### src/rtl/pc_sequencer_pkg.sv
// Shared types and constants for the fetch sequencer of the 2-stage cpu.
// The FSM encoding is exposed on the debug "state" output. Board displays
// decode those raw 2-bit values, so the encoding must stay fixed.
package pc_sequencer_pkg;

    // Symbolic view of the sequencer states, handy for displays and benches.
    typedef enum logic [1:0] {
        HALT  = 2'd0,
        RUN   = 2'd1,
        STEP  = 2'd2,
        DRAIN = 2'd3
    } seq_state_t;

    // Raw constants used by the FSM itself. They match seq_state_t one-to-one.
    localparam logic [1:0] ST_HALT  = 2'd0;
    localparam logic [1:0] ST_RUN   = 2'd1;
    localparam logic [1:0] ST_STEP  = 2'd2;
    localparam logic [1:0] ST_DRAIN = 2'd3;

    // Instruction the EX register loads on flush_ex/stall (addi x0,x0,0).
    localparam logic [31:0] NOP_INSTR = 32'h0000_0013;

    // True in the states that issue a fetch on the next edge.
    function automatic logic seq_advances(input logic [1:0] st);
        return (st == ST_RUN) || (st == ST_STEP);
    endfunction

endpackage

### src/rtl/pc_sequencer_if.sv
// Control/status bundle between the board/EX stage (master) and the fetch
// sequencer (slave). The master drives the run controls and the redirect
// request. The slave returns the fetch address, flush/stall and valid bits.
interface pc_sequencer_if #(
    parameter int PC_W = 12
);
    // Board controls and EX-stage redirect request.
    logic            run_en;
    logic            halt_req;
    logic            step_req;
    logic            redirect_valid;
    logic [PC_W-1:0] redirect_pc;

    // Sequencer results.
    logic [PC_W-1:0] pc_f;
    logic            flush_ex;
    logic            stall;
    logic            ex_valid;
    logic            wb_valid;
    logic [1:0]      state;
    logic [31:0]     retired_cnt;

    modport master (
        output run_en,
        output halt_req,
        output step_req,
        output redirect_valid,
        output redirect_pc,
        input  pc_f,
        input  flush_ex,
        input  stall,
        input  ex_valid,
        input  wb_valid,
        input  state,
        input  retired_cnt
    );

    modport slave (
        input  run_en,
        input  halt_req,
        input  step_req,
        input  redirect_valid,
        input  redirect_pc,
        output pc_f,
        output flush_ex,
        output stall,
        output ex_valid,
        output wb_valid,
        output state,
        output retired_cnt
    );

endinterface

### src/rtl/pc_sequencer_rise_detect.sv
// One-cycle pulse on each rising edge of a level input. The step key uses
// this block. The delay register samples every cycle, whatever the state of
// the consumer. A level held high therefore yields exactly one pulse.
module rise_detect (
    input  logic clk,
    input  logic rst_n,
    input  logic d,
    output logic pulse
);

    logic d_q;

    // Remember the previous level of d.
    always_ff @(posedge clk or negedge rst_n) begin
        if (!rst_n) begin
            d_q <= 1'b0;
        end else begin
            d_q <= d;
        end
    end

    assign pulse = d & ~d_q;

endmodule

### src/rtl/pc_sequencer.sv
// Program counter and instruction-valid tracking for the fetch -> EX -> WB
// pipeline. A small FSM sequences fetch. It can free-run or single-step, and
// it always drains the pipe before it halts. A taken branch/jump from EX
// redirects pc_f. The same edge squashes the wrong-path fetch, which leaves
// one bubble. The ex/wb valid bits let the datapath suppress side effects of
// bubbles.
module pc_sequencer
    import pc_sequencer_pkg::*;
#(
    parameter int              PC_W     = 12,
    parameter logic [PC_W-1:0] RESET_PC = '0
) (
    input  logic           clk,
    input  logic           rst_n,
    pc_sequencer_if.slave  bus
);

    localparam logic [PC_W-1:0] PC_ONE = {{(PC_W-1){1'b0}}, 1'b1};

    logic [1:0]      state_q, state_d;
    logic [PC_W-1:0] pc_q, pc_d;
    logic            ex_valid_q, ex_valid_d;
    logic            wb_valid_q, wb_valid_d;
    logic [31:0]     retired_q, retired_d;

    logic            step_edge;
    logic            go;
    logic            adv;
    logic            redir;

    // Step key edge detector. It samples in every state, so an edge that
    // arrives outside HALT is consumed and lost, not queued.
    rise_detect u_step_edge (
        .clk   (clk),
        .rst_n (rst_n),
        .d     (bus.step_req),
        .pulse (step_edge)
    );

    // Fetch control terms. A redirect is honoured only for a real EX
    // instruction on an issuing cycle. A stale target on a bubble is ignored.
    always_comb begin
        go    = bus.run_en & ~bus.halt_req;
        adv   = seq_advances(state_q);
        redir = bus.redirect_valid & ex_valid_q & adv;
    end

    // Sequencer FSM next state. go beats a step edge in HALT. STEP issues one
    // fetch, then DRAIN gives that fetch a cycle to move from EX into WB.
    always_comb begin
        state_d = state_q;
        case (state_q)
            ST_HALT: begin
                if (go) begin
                    state_d = ST_RUN;
                end else if (step_edge) begin
                    state_d = ST_STEP;
                end
            end
            ST_RUN: begin
                if (!go) begin
                    state_d = ST_DRAIN;
                end
            end
            ST_STEP:  state_d = ST_DRAIN;
            ST_DRAIN: state_d = ST_HALT;
            default:  state_d = ST_HALT;
        endcase
    end

    // PC, pipeline valid bits and retire counter. A redirect takes priority
    // over the sequential increment and turns the fetched slot into a bubble.
    always_comb begin
        pc_d = pc_q;
        if (redir) begin
            pc_d = bus.redirect_pc;
        end else if (adv) begin
            pc_d = pc_q + PC_ONE;
        end
        ex_valid_d = adv & ~redir;
        wb_valid_d = ex_valid_q;
        retired_d  = retired_q + {31'd0, wb_valid_q};
    end

    // State registers. Asserting reset drops all in-flight instructions at once.
    always_ff @(posedge clk or negedge rst_n) begin
        if (!rst_n) begin
            state_q    <= ST_HALT;
            pc_q       <= RESET_PC;
            ex_valid_q <= 1'b0;
            wb_valid_q <= 1'b0;
            retired_q  <= 32'd0;
        end else begin
            state_q    <= state_d;
            pc_q       <= pc_d;
            ex_valid_q <= ex_valid_d;
            wb_valid_q <= wb_valid_d;
            retired_q  <= retired_d;
        end
    end

    // During reset state_q sits in HALT, so stall and flush_ex read 1.
    assign bus.stall       = ~adv;
    assign bus.flush_ex    = ~adv | redir;
    assign bus.pc_f        = pc_q;
    assign bus.ex_valid    = ex_valid_q;
    assign bus.wb_valid    = wb_valid_q;
    assign bus.state       = state_q;
    assign bus.retired_cnt = retired_q;

endmodule

### src/flat_wrapper.sv
// flat-port wrapper written by rule: the top's interface ports become plain ports
module pc_sequencer_flat import pc_sequencer_pkg::*;
#(
    parameter int              PC_W     = 12,
    parameter logic [PC_W-1:0] RESET_PC = '0
)
  (clk, rst_n, bus_run_en, bus_halt_req, bus_step_req, bus_redirect_valid, bus_redirect_pc, bus_pc_f, bus_flush_ex, bus_stall, bus_ex_valid, bus_wb_valid, bus_state, bus_retired_cnt);
  pc_sequencer_if #(.PC_W(PC_W)) bus_i ();
  input  logic clk;
  input  logic rst_n;
  input wire logic [$bits(bus_i.run_en)-1:0] bus_run_en;
  input wire logic [$bits(bus_i.halt_req)-1:0] bus_halt_req;
  input wire logic [$bits(bus_i.step_req)-1:0] bus_step_req;
  input wire logic [$bits(bus_i.redirect_valid)-1:0] bus_redirect_valid;
  input wire logic [$bits(bus_i.redirect_pc)-1:0] bus_redirect_pc;
  output wire logic [$bits(bus_i.pc_f)-1:0] bus_pc_f;
  output wire logic [$bits(bus_i.flush_ex)-1:0] bus_flush_ex;
  output wire logic [$bits(bus_i.stall)-1:0] bus_stall;
  output wire logic [$bits(bus_i.ex_valid)-1:0] bus_ex_valid;
  output wire logic [$bits(bus_i.wb_valid)-1:0] bus_wb_valid;
  output wire logic [$bits(bus_i.state)-1:0] bus_state;
  output wire logic [$bits(bus_i.retired_cnt)-1:0] bus_retired_cnt;
  assign bus_i.run_en = bus_run_en;
  assign bus_i.halt_req = bus_halt_req;
  assign bus_i.step_req = bus_step_req;
  assign bus_i.redirect_valid = bus_redirect_valid;
  assign bus_i.redirect_pc = bus_redirect_pc;
  assign bus_pc_f = bus_i.pc_f;
  assign bus_flush_ex = bus_i.flush_ex;
  assign bus_stall = bus_i.stall;
  assign bus_ex_valid = bus_i.ex_valid;
  assign bus_wb_valid = bus_i.wb_valid;
  assign bus_state = bus_i.state;
  assign bus_retired_cnt = bus_i.retired_cnt;
  pc_sequencer #(.PC_W(PC_W), .RESET_PC(RESET_PC)) u_core (.clk(clk), .rst_n(rst_n), .bus(bus_i));
endmodule
### config.mk
export PLATFORM = sky130hd
export DESIGN_NAME = pc_sequencer_flat
export DESIGN_NICKNAME = d
export VERILOG_FILES = /design/src/rtl/pc_sequencer_pkg.sv /design/src/rtl/pc_sequencer_if.sv /design/src/rtl/pc_sequencer_rise_detect.sv /design/src/rtl/pc_sequencer.sv /design/src/flat_wrapper.sv
export SDC_FILE = /design/constraint.sdc
export NUM_CORES = 1
export LEC_CHECK = 0
export ABC_CLOCK_PERIOD_IN_PS = 2900
export BUFFER_PORTS_ARGS = -buffer_cell sky130_fd_sc_hd__buf_2
export CELL_PAD_IN_SITES_DETAIL_PLACEMENT = 0
export CELL_PAD_IN_SITES_GLOBAL_PLACEMENT = 1
export CORE_MARGIN = 2
export CORE_UTILIZATION = 43
export DETAILED_ROUTE_END_ITERATION = 8
export GPL_TIMING_DRIVEN = 0
export PLACE_DENSITY = 0.92
export SETUP_SLACK_MARGIN = 0.15
export SYNTH_ARGS = -nofsm -noshare
export SYNTH_HDL_FRONTEND = slang
export SYNTH_SLANG_ARGS = --single-unit
export TNS_END_PERCENT = 100
### constraint.sdc
create_clock -name clk -period 2.9 [get_ports clk]
set_input_delay 0.29 -clock clk [delete_from_list [all_inputs] [get_ports clk]]
set_output_delay 0.29 -clock clk [all_outputs]
set_load 0.02 [all_outputs]
Word-level counts from Yosys, hierarchy flattened
Cells that the tools add are included.
- word-level logic and storage cells: 33
- ROM bits: 0
- output and inout port bits: 50
- latch bits: 0
- input bits: 18
- memories: 0
- register bits after elaboration: 49
- RAM bits: 0
- order comparisons: 0
- mux-type cells: 6
- eq/ne operators: 5
- shift-type cells: 0
- reductions and logical operators: 4
- $mul: 0
- add/sub/neg operators: 2
- div/mod/pow operators: 0
- bitwise logic cells: 10
- operators by type and width (kind ; count):
    32-bit by 1-bit adder with 32-bit output ; 1
    12-bit 2-to-1 mux ; 2
    12-bit by 1-bit adder with 12-bit output, second input constant ; 1
    2-bit case mux with 4 select lines ; 1
    2-bit 2-to-1 mux ; 3
    1-bit bitwise AND ; 5
    2-bit == test, second input constant ; 2
    1-bit NOT ; 4
    3-bit by 1-bit inequality test with 1-bit output, second input constant ; 1
    2-bit by 1-bit == test with 1-bit output, second input constant ; 1
    2-bit logical NOT ; 1
    2-bit inequality test, second input constant ; 1
    2-bit AND reduction ; 1
    2-bit nonzero test ; 1
    1-bit logical OR ; 1
    1-bit bitwise OR ; 1

Depth between registers and ports, before layout
- depth in word-level cells: 5
- depth in mapped cells: 6
- depth with buffers taken out: 6

Modules after synthesis
A second synthesis with hierarchy kept.
- cell total of the unflattened synthesis: 238
- area total of the unflattened synthesis: 2432.3 µm²
- by module, submodules not included (module ; area each (µm²) ; times used ; cells an instance):
    pc_sequencer ; 2393.5 ; 1 ; 236
    rise_detect ; 38.8 ; 1 ; 2

Worst setup path before layout
OpenSTA, ideal clock, no wires.
- kind: reg-to-reg
- start point: register u_core.pc_q[0], in the netlist u_core.bus.pc_f[0]
- end point: register u_core.pc_q[8], in the netlist u_core.bus.pc_f[8]
- cell stages (with the launch flop): 6
- arrival: 1.561 ns
- library setup time: 0.137 ns
- clock period less this slack: 1.698 ns
- buffers on the path: 0
- setup slack: 1.202 ns
- data required time: 2.763 ns
- cell sequence: dfrtp_1 -> ha_1 -> nand4_1 -> or4_1 -> o21ai_0 -> a21oi_1
- cells in the longest elaborated chain, start to end: 3
- RTL lines (item ; line ; text):
    start, declared ; pc_sequencer.sv:21 ; logic [PC_W-1:0] pc_q, pc_d;
    start signal, assigned ; pc_sequencer.sv:95 ; pc_q <= pc_d;
    12-bit by 1-bit adder with 12-bit output ; pc_sequencer.sv:78 ; pc_d = pc_q + PC_ONE;
    12-bit 2-to-1 mux ; pc_sequencer.sv:77 ; end else if (adv) begin
    12-bit 2-to-1 mux ; pc_sequencer.sv:75 ; if (redir) begin
No other way between the ends. The select of a mux whose other input is x is not followed.
A chain may end at the register's enable or synchronous reset.

Worst setup path in the final report
- start point: register u_core.state_q[0], in the netlist u_core.bus.state[0]
- end point: output port bus_flush_ex
- cells in the longest elaborated chain, start to end: 4
- elaborated cells between the ends (all ways): 6
- those cells by class: 2 x eq/ne; 3 x bitwise; 1 x reduce/logical
- RTL lines (item ; line ; text):
    start, declared ; pc_sequencer.sv:20 ; logic [1:0] state_q, state_d;
    start signal, assigned ; pc_sequencer.sv:94 ; state_q <= state_d;
    2-bit by 1-bit == test with 1-bit output / 2-bit == test (equally long branches) ; pc_sequencer_pkg.sv:25 ; return (st == ST_RUN) || (st == ST_STEP);
    1-bit logical OR (*) ; pc_sequencer_pkg.sv:25 ;
    1-bit bitwise AND / 1-bit NOT (equally long branches) ; pc_sequencer.sv:45, pc_sequencer.sv:104 ;
    1-bit bitwise OR (*) ; pc_sequencer.sv:104 ; assign bus.flush_ex = ~adv | redir;
    end, declared ; flat_wrapper.sv:17 ; output wire logic [$bits(bus_i.flush_ex)-1:0] bus_flush_ex;
Mark *: on every way between the ends. The rest lies on a longest branch, timed or not.

==> impl_results.md <==
* CTS tree: built
* Area growth from synthesis to layout at 22.0%
* Post-synthesis instance total at 240
* Number of buffers inserted by hold repair at cts at 0
* Leading area contributor after synthesis: sky130_fd_sc_hd__dfrtp_1
* Clock slew seen by the registers of the worst setup and hold paths at approximately 0.090 ns
* Root buf cell: sky130_fd_sc_hd__clkbuf_8
* Dominant delay contributor by cell family on the critical path: buffers and inverters
* HP Class: in -> reg
* Area share of the largest cell type after synthesis at 0.498
* Worst-case setup slack after placement at 1.00 ns
* Max Clock Skew at between 0.006 and 0.007 ns
* Number of setup violations in the final report at 0
* Fin crit share at 0.744
* VDD IR max at 0.598 mV
* Portion of the post-synthesis area used by sequential elements at 0.498
* Cells resized by post-CTS repair at 0
* Worst path max stage delay at 0.39 ns
* Total CTS buffers at 5
* Via count of the first global-routing pass at between 1.5k and 2k
* Ys Warns at 0
* Ratio of cells with drive above 1 in the final layout at 0.270
* Layout fillers at 526
* Highest routed metal layer: met4
* Number of I/O pins at 68
* Total congestion overflow at 0
* Detailed-routing wirelength on met1 at 2440 µm
* Via Count at 2070
* Number of synthesized flops with an enable pin at 0
* Transition at the pin with the smallest max-transition slack at 1.08 ns
* Count of buffers added by post-CTS timing repair for setup at 0
* Met2 routed WL at 2660 µm
* Later-pin clock latency in the skew report at approximately 0.30 ns
* Area of the core at 5510 µm²
* Number of slew-limit violations in the final report at 0
* Leakage power summed over all cells at 1.45 nW
* Clock Tree Buf Depth at 2
* Antenna Diode Count at 0
* Unrepaired setup endpoints after global routing: no
* Number of levels the H-tree was split into at 2
* Dpl cell area at 2890 µm²
* Result of the run: complete, no violations
* Crit path max-delay cell type: sky130_fd_sc_hd__dfrtp_1
* Cells along the critical path: inv_1 -> ha_1 -> clkbuf_1 -> nand2_1 -> buf_2
* Most frequent standard cell in the layout excluding fill and tap cells: sky130_fd_sc_hd__buf_2
* Crit path setup slack, layout at 0.741 ns
* Post-detailed-route count of antenna-violating nets at 0
* Worst endpoint required time at 2.61 ns
* Post-Syn Nets at 265
* Critical path capture point type: output port
* Number of buffers and inverters on the critical path at 3
* Post-detailed-route wirelength per cell at 14.1 µm
* Post-layout instance count excluding filler cells at 387
* Shortest period the worst path allows at roughly 2.2 ns
* Wire length of the first global-routing pass at approximately 9100 µm
* Max-cap check violation count at 0
* Horizontal die dimension at 79.7 µm
* Cell variety after synth at 43
* Remaining DRCs at 0
* Post-layout instance area at between 3000 and 4000 µm²
* Power per standard cell area at ~890 nW/µm²
* Pre-Repair DR Iteration Count at 4
* Share of flip-flops with an asynchronous set or reset at 1.00
* Floorplan die area at approximately 6400 µm²
* Synthesized cell area at 2460 µm²
* Hold Vio Cnt, Final at 0
* Leading cell types in the layout, fill and taps excluded: sky130_fd_sc_hd__buf_2, sky130_fd_sc_hd__dfrtp_1, sky130_fd_sc_hd__xnor2_1
* Clock sink count at 49
* Starting density of the core at 0.447
* Mean number of vias per cell at 5.35
* Startpoint Class: flip-flop
* Yosys reg bits at 49
* Leading cell types by total area after synthesis: sky130_fd_sc_hd__dfrtp_1, sky130_fd_sc_hd__xnor2_1, sky130_fd_sc_hd__nand4_1
* Die Y at roughly 80 µm
* Placed cell count at 379
* Maximum fanout encountered on the critical timing path at 10
* GPL Wtd Cong at 0.862
* PortBufs at 67
* Detailed-placement wirelength estimate at 4010 µm
* Highest clock rate at roughly 460 MHz
* CP arrival at 1.87 ns
* Kind of critical path: reg -> out
* Worst-case headroom to the max-slew limit at 0.278
* Largest net degree at the start of global routing at 50
* Final layout net count at 339
* Standard-cell row count at 27
* Syn Area/Cell at 10.3 µm²
* Primary FF master, synth: sky130_fd_sc_hd__dfrtp_1
* Post-detailed-routing wire length at about 5400 µm
* Number of antenna violations at the first check in global routing at 0
* Global router's overall resource usage at 0.181
* Share of the core filled with cells at 0.546
* Final-layout setup total negative slack at 0 ns
* Met3 layer wire length in the routed design at 317 µm
* DRC marker count from the first detailed-route iteration at 75
-- path summary, 6_finish.rpt --
| check | start | endpoint | slack, ns | cells past startpoint |
|---|---|---|---|---|
| worst max-delay path | u_core.bus.state[0] | bus_flush_ex | 0.74 | 5 |
| worst min-delay path | bus_step_req | u_core.u_step_edge.d_q | 0.10 | 1 |
| worst max register to register | u_core.bus.wb_valid | u_core.bus.retired_cnt[26] | 1.01 | 6 |
| worst min register to register | u_core.bus.ex_valid | u_core.bus.wb_valid | 0.43 | 0 |
| max in group asynchronous | rst_n | u_core.bus.pc_f[0] | 2.05 | 1 |
| min in group asynchronous | rst_n | u_core.bus.retired_cnt[14] | 0.18 | 1 |
-- final cells by class --
type	instances	area [µm²]	share of cell area
Sequential cell	49	1230	0.408
Clock buffer	7	86.3	0.0287
Inverter	9	33.8	0.0112
Buffer	9	45.0	0.0150
Tap cell	72	90.1	0.0300
Multi-Input combinational cell	173	1160	0.386
Clock inverter	1	30.0	0.00999
Timing Repair Buffer	67	335	0.112
-- through the flow --
step	hold WS, ns	total power [mW]
after global routing	0.0964	2.89
after global placement	0.394	2.17
final	0.100	2.68
after CTS	0.0929	2.71
after floorplan	-0.00559	1.80
after detailed placement	0.414	2.20
-- power breakdown --
part	switching [mW]	internal (mW)
combinational	0.744	0.398
sequential	0.187	0.845
clock	0.225	0.281
total	1.16	1.52
-- sequential cells by signal, indices dropped and copies added (netlist names) --
name	count
u_core.bus.pc_f	12
u_core.bus.state	2
u_core.u_step_edge.d_q	1
u_core.bus.ex_valid	1
u_core.bus.retired_cnt	32
u_core.bus.wb_valid	1
-- synthesized netlist by cell type (3+ instances only) --
library cell and instances:
sky130_fd_sc_hd__clkbuf_1 7, sky130_fd_sc_hd__nand3_1 11, sky130_fd_sc_hd__a21oi_1 16, sky130_fd_sc_hd__inv_1 9, sky130_fd_sc_hd__xnor2_1 26, sky130_fd_sc_hd__nand2_1 25
sky130_fd_sc_hd__o22ai_1 3, sky130_fd_sc_hd__o21ai_0 8, sky130_fd_sc_hd__and3_1 7, sky130_fd_sc_hd__dfrtp_1 49, sky130_fd_sc_hd__xor2_1 4, sky130_fd_sc_hd__nor2b_1 3
sky130_fd_sc_hd__nor2_1 8, sky130_fd_sc_hd__nor4_2 3, sky130_fd_sc_hd__nand4_1 19, sky130_fd_sc_hd__ha_1 7
-- worst register-to-register path, cell delays in order (launching register included) --
cell,delay [ns]
sky130_fd_sc_hd__dfrtp_1,0.38
sky130_fd_sc_hd__ha_1,0.20
sky130_fd_sc_hd__ha_1,0.19
sky130_fd_sc_hd__and2_1,0.23
sky130_fd_sc_hd__clkbuf_1,0.41
sky130_fd_sc_hd__nand4_1,0.19
sky130_fd_sc_hd__xnor2_1,0.16
-- logic make-up (layout without fill, tap and decap cells) --
family / count (synthesis) / in the layout / share of synthesized area
simple gates: 95 / 95 / 0.223
fa+ha+maj: 7 / 7 / 0.0355
flops: 49 / 49 / 0.498
mux: 3 / 3 / 0.0127
xor+xnor: 30 / 30 / 0.107
buf+inv: 18 / 93 / 0.0320
compound gates: 38 / 38 / 0.0919
-- routing by layer --
layer,vias up,global-route usage
met4,0,0.0466
li1,1010,-
met5,-,0
met3,4,0.0430
met2,64,0.319
met1,992,0.221
Note: power is estimated with default switching activity, not from simulation.
